**config.mk**
```make
export PLATFORM = sky130hd
export DESIGN_NAME = sar_adc_ctrl_flat
export DESIGN_NICKNAME = d
export VERILOG_FILES = /design/src/rtl/sar_pkg.sv /design/src/rtl/sar_adc_ctrl_if.sv /design/src/rtl/sar_cycle_timer.sv /design/src/rtl/sar_adc_ctrl.sv /design/src/flat_wrapper.sv
export SDC_FILE = /design/constraint.sdc
export NUM_CORES = 1
export LEC_CHECK = 0
export ABC_AREA = 1
export CAP_MARGIN = 20
export CORE_MARGIN = 2
export CORE_UTILIZATION = 45
export DETAILED_ROUTE_END_ITERATION = 8
export PLACE_DENSITY = 0.79
export SKIP_CTS_REPAIR_TIMING = 1
export SYNTH_ARGS = -nofsm -noshare
export SYNTH_HDL_FRONTEND = slang
export SYNTH_SLANG_ARGS = --single-unit
```
**constraint.sdc**
```tcl
create_clock -name clk -period 3.8 [get_ports clk]
set_input_delay 0.76 -clock clk [delete_from_list [all_inputs] [get_ports clk]]
set_output_delay 0.76 -clock clk [all_outputs]
set_load 0.005 [all_outputs]
```
**src/rtl/sar_pkg.sv**
```systemverilog
// sar_pkg: shared FSM state encoding and default sizing for the SAR ADC controller
package sar_pkg;
  localparam int SAR_N          = 6;
  localparam int SAR_SAMPLE_CYC = 2;
  localparam int SAR_SETTLE_CYC = 1;
  typedef enum logic [2:0] {IDLE, SAMPLE, SETTLE, COMPARE, DECIDE, DONE} sar_state_e;
endpackage

```
**src/rtl/sar_adc_ctrl_if.sv**
```systemverilog
// sar_adc_ctrl_if: analog front-end strobes plus result valid/ready handshake
// master: controller side (drives sample/comp_en/dac/result/busy/overrun)
// slave: environment side (drives start, comp_out, result_ready)
interface sar_adc_ctrl_if import sar_pkg::*; #(parameter int N = SAR_N);
  logic         start;
  logic         comp_out;
  logic         sample;
  logic         comp_en;
  logic [N-1:0] dac_code;
  logic [N-1:0] dac_codeb;
  logic [N-1:0] bit_strobe;
  logic         busy;
  logic [N-1:0] result;
  logic         result_valid;
  logic         result_ready;
  logic         overrun;
  modport master (input start, comp_out, result_ready,
                  output sample, comp_en, dac_code, dac_codeb, bit_strobe, busy, result, result_valid, overrun);
  modport slave  (output start, comp_out, result_ready,
                  input sample, comp_en, dac_code, dac_codeb, bit_strobe, busy, result, result_valid, overrun);
endinterface

```
**src/rtl/sar_cycle_timer.sv**
```systemverilog
// sar_cycle_timer: loadable down-counter, done while the count is zero
// ports: clk, rst, load (load_val into counter), load_val, done
module sar_cycle_timer #(parameter int W = 16) (
  input  logic         clk,
  input  logic         rst,
  input  logic         load,
  input  logic [W-1:0] load_val,
  output logic         done
);
  logic [W-1:0] cnt;
  always_ff @(posedge clk)
    if (rst) cnt <= '0;
    else cnt <= load ? load_val : cnt - W'(cnt != '0);
  assign done = cnt == '0;
endmodule

```
**src/rtl/sar_adc_ctrl.sv**
```systemverilog
// sar_adc_ctrl: start-triggered successive-approximation controller for an N-bit SAR ADC
// ports: clk, rst (sync, active-high), bus (sar_adc_ctrl_if.master: start, comp_out,
//   result_ready in; sample, comp_en, dac_code, dac_codeb, bit_strobe, busy, result,
//   result_valid, overrun out). All outputs are registered from the current state,
//   so they trail the state register by one cycle.
// AUTO_RESTART_EN: when defined, an accepted result restarts sampling without start.
module sar_adc_ctrl import sar_pkg::*; #(
  parameter int N          = SAR_N,
  parameter int SAMPLE_CYC = SAR_SAMPLE_CYC,
  parameter int SETTLE_CYC = SAR_SETTLE_CYC
) (
  input logic             clk,
  input logic             rst,
  sar_adc_ctrl_if.master  bus
);
`ifdef AUTO_RESTART_EN
  localparam bit auto_rs = 1'b1;
`else
  localparam bit auto_rs = 1'b0;
`endif
  localparam int TW = 16;
  localparam int IW = $clog2(N);
  sar_state_e   state, nxt;
  logic [IW-1:0] i;
  logic [N-1:0] code, bit_oh;
  logic         ld, t_done, ack, trial, fin;
  logic [TW-1:0] ld_val;
  sar_cycle_timer #(.W(TW)) u_timer (.clk, .rst, .load(ld), .load_val(ld_val), .done(t_done));
  assign ack    = state == DONE && bus.result_valid && bus.result_ready;
  assign trial  = state == SETTLE || state == COMPARE || state == DECIDE;
  assign fin    = state == DONE && !ack;
  assign bit_oh = N'(1) << i;
  always_comb begin
    nxt    = state;
    ld     = 1'b0;
    ld_val = TW'(SETTLE_CYC - 1);
    case (state)
      IDLE:    if (bus.start) begin
                 nxt    = SAMPLE;
                 ld     = 1'b1;
                 ld_val = TW'(SAMPLE_CYC - 1);
               end
      SAMPLE:  if (t_done) begin
                 nxt = SETTLE;
                 ld  = 1'b1;
               end
      SETTLE:  nxt = t_done ? COMPARE : SETTLE;
      COMPARE: nxt = DECIDE;
      DECIDE:  begin
                 nxt = i == '0 ? DONE : SETTLE;
                 ld  = i != '0;
               end
      DONE:    if (ack) begin
                 nxt    = auto_rs ? SAMPLE : IDLE;
                 ld     = auto_rs;
                 ld_val = TW'(SAMPLE_CYC - 1);
               end
      default: nxt = IDLE;
    endcase
  end
  always_ff @(posedge clk) begin
    if (rst) begin
      state            <= IDLE;
      code             <= '0;
      i                <= '0;
      bus.sample       <= 1'b0;
      bus.comp_en      <= 1'b0;
      bus.dac_code     <= '0;
      bus.dac_codeb    <= '1;
      bus.bit_strobe   <= '0;
      bus.busy         <= 1'b0;
      bus.result       <= '0;
      bus.result_valid <= 1'b0;
      bus.overrun      <= 1'b0;
    end else begin
      state <= nxt;
      if (state == SAMPLE && t_done) begin
        code <= '0;
        i    <= IW'(N - 1);
      end
      if (state == DECIDE) begin
        code[i] <= bus.comp_out;
        if (i != '0) i <= i - IW'(1);
      end
      bus.sample       <= state == SAMPLE;
      bus.comp_en      <= state == COMPARE;
      bus.bit_strobe   <= trial ? bit_oh : '0;
      bus.dac_code     <= trial ? (code | bit_oh) : fin ? code : '0;
      bus.dac_codeb    <= ~(trial ? (code | bit_oh) : fin ? code : '0);
      bus.result       <= fin ? code : '0;
      bus.result_valid <= fin;
      bus.busy         <= state != IDLE && !(ack && !auto_rs);
      bus.overrun      <= !auto_rs && bus.start && state != IDLE;
    end
  end
endmodule

```
**src/flat_wrapper.sv**
```systemverilog
// flat-port wrapper written by rule: the top's interface ports become plain ports
module sar_adc_ctrl_flat import sar_pkg::*;
#(
  parameter int N          = SAR_N,
  parameter int SAMPLE_CYC = SAR_SAMPLE_CYC,
  parameter int SETTLE_CYC = SAR_SETTLE_CYC
)
  (clk, rst, bus_start, bus_comp_out, bus_result_ready, bus_sample, bus_comp_en, bus_dac_code, bus_dac_codeb, bus_bit_strobe, bus_busy, bus_result, bus_result_valid, bus_overrun);
  sar_adc_ctrl_if #(.N(N)) bus_i ();
  input logic clk;
  input logic rst;
  input wire logic [$bits(bus_i.start)-1:0] bus_start;
  input wire logic [$bits(bus_i.comp_out)-1:0] bus_comp_out;
  input wire logic [$bits(bus_i.result_ready)-1:0] bus_result_ready;
  output wire logic [$bits(bus_i.sample)-1:0] bus_sample;
  output wire logic [$bits(bus_i.comp_en)-1:0] bus_comp_en;
  output wire logic [$bits(bus_i.dac_code)-1:0] bus_dac_code;
  output wire logic [$bits(bus_i.dac_codeb)-1:0] bus_dac_codeb;
  output wire logic [$bits(bus_i.bit_strobe)-1:0] bus_bit_strobe;
  output wire logic [$bits(bus_i.busy)-1:0] bus_busy;
  output wire logic [$bits(bus_i.result)-1:0] bus_result;
  output wire logic [$bits(bus_i.result_valid)-1:0] bus_result_valid;
  output wire logic [$bits(bus_i.overrun)-1:0] bus_overrun;
  assign bus_i.start = bus_start;
  assign bus_i.comp_out = bus_comp_out;
  assign bus_i.result_ready = bus_result_ready;
  assign bus_sample = bus_i.sample;
  assign bus_comp_en = bus_i.comp_en;
  assign bus_dac_code = bus_i.dac_code;
  assign bus_dac_codeb = bus_i.dac_codeb;
  assign bus_bit_strobe = bus_i.bit_strobe;
  assign bus_busy = bus_i.busy;
  assign bus_result = bus_i.result;
  assign bus_result_valid = bus_i.result_valid;
  assign bus_overrun = bus_i.overrun;
  sar_adc_ctrl #(.N(N), .SAMPLE_CYC(SAMPLE_CYC), .SETTLE_CYC(SETTLE_CYC)) u_core (.clk(clk), .rst(rst), .bus(bus_i));
endmodule
```
# == Word level (Yosys, flattened, before mapping) ==
# Index checks and enable logic that the tools add are counted.
# word_totals
register_bits,57
inputBits,5
word_cells,71
out_inout_bits,29
# classes
addsub,2
shifts,1
eq_ne,8
reduce_logical,18
order_cmp,2
mux,24
bitwise,3
# ops
op,n
$pmux W16 S2,1
$mux W6,5
$mux W3,7
$pmux W3 S6,1
$logic_not A16 Y1,1
$mux W16,1
$reduce_bool A16 Y1,1
$sub A16 B1 Y16,1
$logic_and A1 B1 Y1,7
$bwmux W6,1
$eq A3 B2 Y1 const B,2
$eq A3 B3 Y1 const B,2
$logic_not A3 Y1,2
$mux W1,6
$not A6 Y6,1
$or A6 B6 Y6,1
$reduce_bool A3 Y1,2
$shl A1 B3 Y6 const A,1
$lt A3 B4 Y1 const B,1
$ne A2 B1 Y1 const B,2
$demux W1 S3,1
$eq A3 B1 Y1 const B,1
$ge A3 B1 Y1 const B,1
$pmux W1 S3,1
7 further kinds,8

# == Longest topological paths before layout ==
# logic_depth
word_depth,8
mapped_depth,12
depth_no_buf,12

# == Hierarchy ==
# Synthesis repeated with hierarchy kept, for this count alone.
# unflattened
hier_cells,364
hier_area_um2,2747.6
# by_module_without_submodules
mod,cells_per_inst,area_per_inst_um2,n_inst,seq_area_each_um2
sar_adc_ctrl,193,1685.4,1,820.8
sar_cycle_timer,171,1062.3,1,320.3

# == Worst setup path after synthesis ==
# No wires, ideal clock.
# synth_path
path_type,register to register
from,register u_core.u_timer.cnt[2]
to,register u_core.u_timer.cnt[12]
arrival_time_ns,1.634
stages_incl_launch_ff,11
path_buffers,0
setup_ns,0.121
period_less_slack_ns,1.755
setup_slack_ns,2.045
cell_sequence,dfxtp_1 nor2_2 nand2_2 nor2_4 nand2_1 ha_1 ha_1 nand2_1 nor3_1 xnor2_1 nor2_4
# synth_via
elab_chain_len,4
elab_cells_between_ends,6
# synth_rtl
element,line_no,source
from (decl),sar_cycle_timer.sv:10,logic [W-1:0] cnt;
from (signal assigned),sar_cycle_timer.sv:13,else cnt <= load ? load_val : cnt - W'(cnt != '0);
branches (longest 3 deep; another with $sub A16 B1 Y16),-,
$mux W16 *,sar_cycle_timer.sv:13,
# Every way passes the cells marked *.
# A chain may end at the register's enable or synchronous reset.

==> metrics.txt <==
# TYPE chip_impl_metric gauge
chip_impl_metric{name="critPathBufInv",unit=""} 3
chip_impl_metric{name="peakVddDrop",unit="V"} 0.000377
chip_impl_metric{name="post_synthesis_cell_count",unit=""} 286
chip_impl_metric{name="postSynthRegisterBits",unit=""} 57
chip_impl_metric{name="numClockSinks",unit=""} 57
chip_impl_metric{name="crit_fanout",unit=""} 12
chip_impl_info{name="rsz_0062_raised_after_global_routing",value="no"} 1
chip_impl_metric{name="report.final.slew_viol_count",unit=""} 0
chip_impl_metric{name="timing.critical_path.slowest_cell_delay",unit="ps"} 640
chip_impl_info{name="tritoncts",value="yes"} 1
chip_impl_metric{name="detailed_place.area",unit="sq um"} 2800
chip_impl_metric{name="power",unit="W"} 0.00244
chip_impl_info{name="main_combinational_cell_family_by_area_after_synthesis",value="simple AND/OR/NAND/NOR gates"} 1
chip_impl_metric{name="slew_headroom",unit=""} 0.696
chip_impl_metric{name="ios",unit=""} 34
chip_impl_metric{name="antenna_left",unit=""} 0
chip_impl_metric{name="syn_area_per_cell",unit="sq um"} 8.43
chip_impl_metric{name="finish.utilization",unit=""} 0.581
chip_impl_metric{name="cts_max_level",unit=""} 3
chip_impl_metric{name="floorplan.die_area",unit="sq um"} 5960
chip_impl_metric{name="clock_insertion_delay_worst_skew",unit="ps"} 340
chip_impl_metric{name="globalRoute.totalOverflow",unit=""} 0
chip_impl_metric{name="via_per_inst",unit=""} 4.61
chip_impl_metric{name="fill_cells",unit=""} 487
chip_impl_info{name="min_delay_worst_type",value="register to register"} 1
chip_impl_metric{name="dieHeight",unit="um"} 77.2
chip_impl_metric{name="final_setup_vio_count",unit=""} 0
chip_impl_metric{name="synthSimpleGateAreaFrac",unit=""} 0.285
chip_impl_metric{name="worstMarginPinSlew",unit="ps"} 455
chip_impl_metric{name="dp.final_hpwl",unit="um"} 3350
chip_impl_info{name="crit_path_end_kind",value="register"} 1
chip_impl_metric{name="maxcap_viol_count",unit=""} 0
chip_impl_info{name="cp_slowest_cell",value="clkdlybuf4s50_1"} 1
chip_impl_metric{name="seq_area_frac_synth",unit=""} 0.473
chip_impl_metric{name="finClkSkew",unit="ps"} 7.29
chip_impl_metric{name="grt_antenna_before_repair",unit=""} 0
chip_impl_metric{name="min_period_over_period",unit=""} 0.544
chip_impl_metric{name="routedWlPerCell",unit="um"} 11.2
chip_impl_info{name="cell_by_cell_trace_of_the_critical_path",value="clkdlybuf4s50_1, inv_1, nand2_2, o22ai_1, inv_1"} 1
chip_impl_metric{name="detailedRoute.firstIterationViolations",unit=""} 67
chip_impl_metric{name="effective_utilization_at_floorplan",unit=""} 0.469
chip_impl_metric{name="critPathArrivalTime",unit="ps"} 2290
chip_impl_metric{name="tritoncts.num_buffers",unit=""} 9
chip_impl_metric{name="final_nets",unit=""} 339
chip_impl_metric{name="fmax",unit="MHz"} 484
chip_impl_metric{name="grt_max_degree",unit=""} 16
chip_impl_metric{name="drc_errors",unit=""} 0
chip_impl_metric{name="syn_area",unit="sq um"} 2410
chip_impl_metric{name="grt_usage",unit=""} 0.166
chip_impl_metric{name="number_of_inserted_diodes",unit=""} 0
chip_impl_metric{name="setup-tns-final",unit="ps"} 0
chip_impl_metric{name="period_minus_slack",unit="ps"} 2070
chip_impl_info{name="mostFrequentLayoutCells",value="dfxtp_1 (57), nor2_1 (44), nand2_1 (38), inv_1 (34), clkdlybuf4s50_1 (33)"} 1
chip_impl_info{name="layout.cells.most_common",value="dfxtp_1"} 1
chip_impl_metric{name="synth-xor-area-share",unit=""} 0.0545
chip_impl_metric{name="globalplace.congestion",unit=""} 0.835
chip_impl_metric{name="clkTransAtPathRegs",unit="ps"} 60
chip_impl_metric{name="hold_violation_count_in_the_final_report",unit=""} 0
chip_impl_metric{name="synthDistinctLibCells",unit=""} 29
chip_impl_metric{name="synth_fa_ha_area_frac",unit=""} 0.0415
chip_impl_metric{name="first_global_vias",unit=""} 1790
chip_impl_metric{name="clk_path_buf_depth",unit=""} 2
chip_impl_metric{name="row_count",unit=""} 26
chip_impl_metric{name="syn_nets",unit=""} 299
chip_impl_metric{name="vias",unit=""} 1848
chip_impl_metric{name="drt_pre_antenna_iters",unit=""} 4
chip_impl_metric{name="yosysWarningCount",unit=""} 0
chip_impl_info{name="path_class",value="primary input to register"} 1
chip_impl_metric{name="io_buffers",unit=""} 33
chip_impl_metric{name="synth_area_in_compound_gates",unit=""} 0.0711
chip_impl_metric{name="synth_mux_area_frac",unit=""} 0
chip_impl_metric{name="area_growth",unit="%"} 23.8
chip_impl_info{name="crit_path_frequent_cell",value="inv_1"} 1
chip_impl_info{name="cp-start-kind",value="primary input"} 1
chip_impl_info{name="status",value="completed"} 1
chip_impl_metric{name="grt_pass1_wl",unit="um"} 7780
chip_impl_metric{name="worst_ep_required_time",unit="ps"} 4020
chip_impl_metric{name="power-per-cell-area",unit="nW/um^2"} 819
chip_impl_info{name="clock_tree.root_cell",value="clkbuf_8"} 1
chip_impl_metric{name="drive_gt1_frac",unit=""} 0.145
chip_impl_metric{name="detail_route.wirelength",unit="um"} 4490
chip_impl_metric{name="core_area",unit="sq um"} 5140
chip_impl_metric{name="chipWidth",unit="um"} 77.2
chip_impl_metric{name="post-route-cell-area",unit="sq um"} 2990
chip_impl_info{name="path_delay_family",value="buffers and inverters"} 1
chip_impl_metric{name="leakagePower",unit="nW"} 1.20
[layer usage]
layer	up-vias	GRT usage	share of wire
met5	-	0	0
li1	974	-	-
met3	13	0.0365	0.036
met4	0	0.116	0.032
met2	36	0.267	0.47
met1	825	0.196	0.46
[tightest hold or removal path, stage by stage (launching register included)]
cell and delay [ps]:
dfxtp_1 310, nand2_1 60, a21oi_1 50
[cell usage after synthesis (all sizes together)]
cell type,n,area [sq um]
buf,2,25.0
nor2,63,349
a211oi,1,7.51
a31oi,1,6.26
dfxtp,57,1140
xor2,9,78.8
o21ai,11,55.1
clkbuf,2,7.51
a21oi,12,60.1
inv,39,146
nand2,46,203
nor3,5,25.0
o22ai,4,25.0
a31o,1,8.76
nor3b,1,7.51
ha,8,100
nand3,16,97.6
xnor2,6,52.6
o2111ai,1,8.76
or2,1,6.26
[state kept, by name, summed over array words and instances (netlist names), 3 cells and up]
name	flops
u_core.bus.result	6
u_core.code	6
u_core.bus.bit_strobe	6
u_core.u_timer.cnt	16
u_core.state	3
u_core.bus.dac_codeb	6
u_core.i	3
u_core.bus.dac_code	6
[cell type report]
cell class | instances | area, sq um | area share
Sequential cell | 57 | 1140 | 0.382
Multi-Input combinational cell | 186 | 1090 | 0.365
Timing Repair Buffer | 33 | 330 | 0.111
Clock buffer | 13 | 149 | 0.0499
Inverter | 39 | 146 | 0.0490
Tap cell | 70 | 87.6 | 0.0293
Clock inverter | 3 | 40.0 | 0.0134
[kinds of logic (layout without fill, tap and decap cells)]
group / Yosys count / count (layout)
xor gates and xnor gates: 15 / 15
buffers and inverters: 43 / 88
adders and majority gates: 8 / 8
AOI/OAI and AO/OA: 31 / 31
and+or+nand+nor: 132 / 132
DFF: 57 / 57
[final timing paths]
kind	startpoint	end	slack (ps)	cells after the start
worst max-delay path	rst	u_core.bus.dac_codeb[1]	1730	5
worst min-delay path	u_core.code[4]	u_core.code[4]	470	2
worst max register to register	u_core.u_timer.cnt[11]	u_core.u_timer.cnt[13]	1810	10
worst min register to register	u_core.code[4]	u_core.code[4]	470	2
[through the flow]
stage          hold WS (ps)  instances  worst slack [ps]
3_3_place_gp            451        385              1430
3_5_place_dp            463        385              1390
5_1_grt                 489        401              1610
4_1_cts                 473        401              1750
2_1_floorplan           439        286              2050
6_report                469        401              1730
[power by group]
group | internal (W) | switching, W
logic | 0.000433 | 0.000673
registers | 0.000705 | 0.0000891
clock network | 0.000319 | 0.000225
total | 0.00146 | 0.000987
Power figures use the tool's default switching activity.
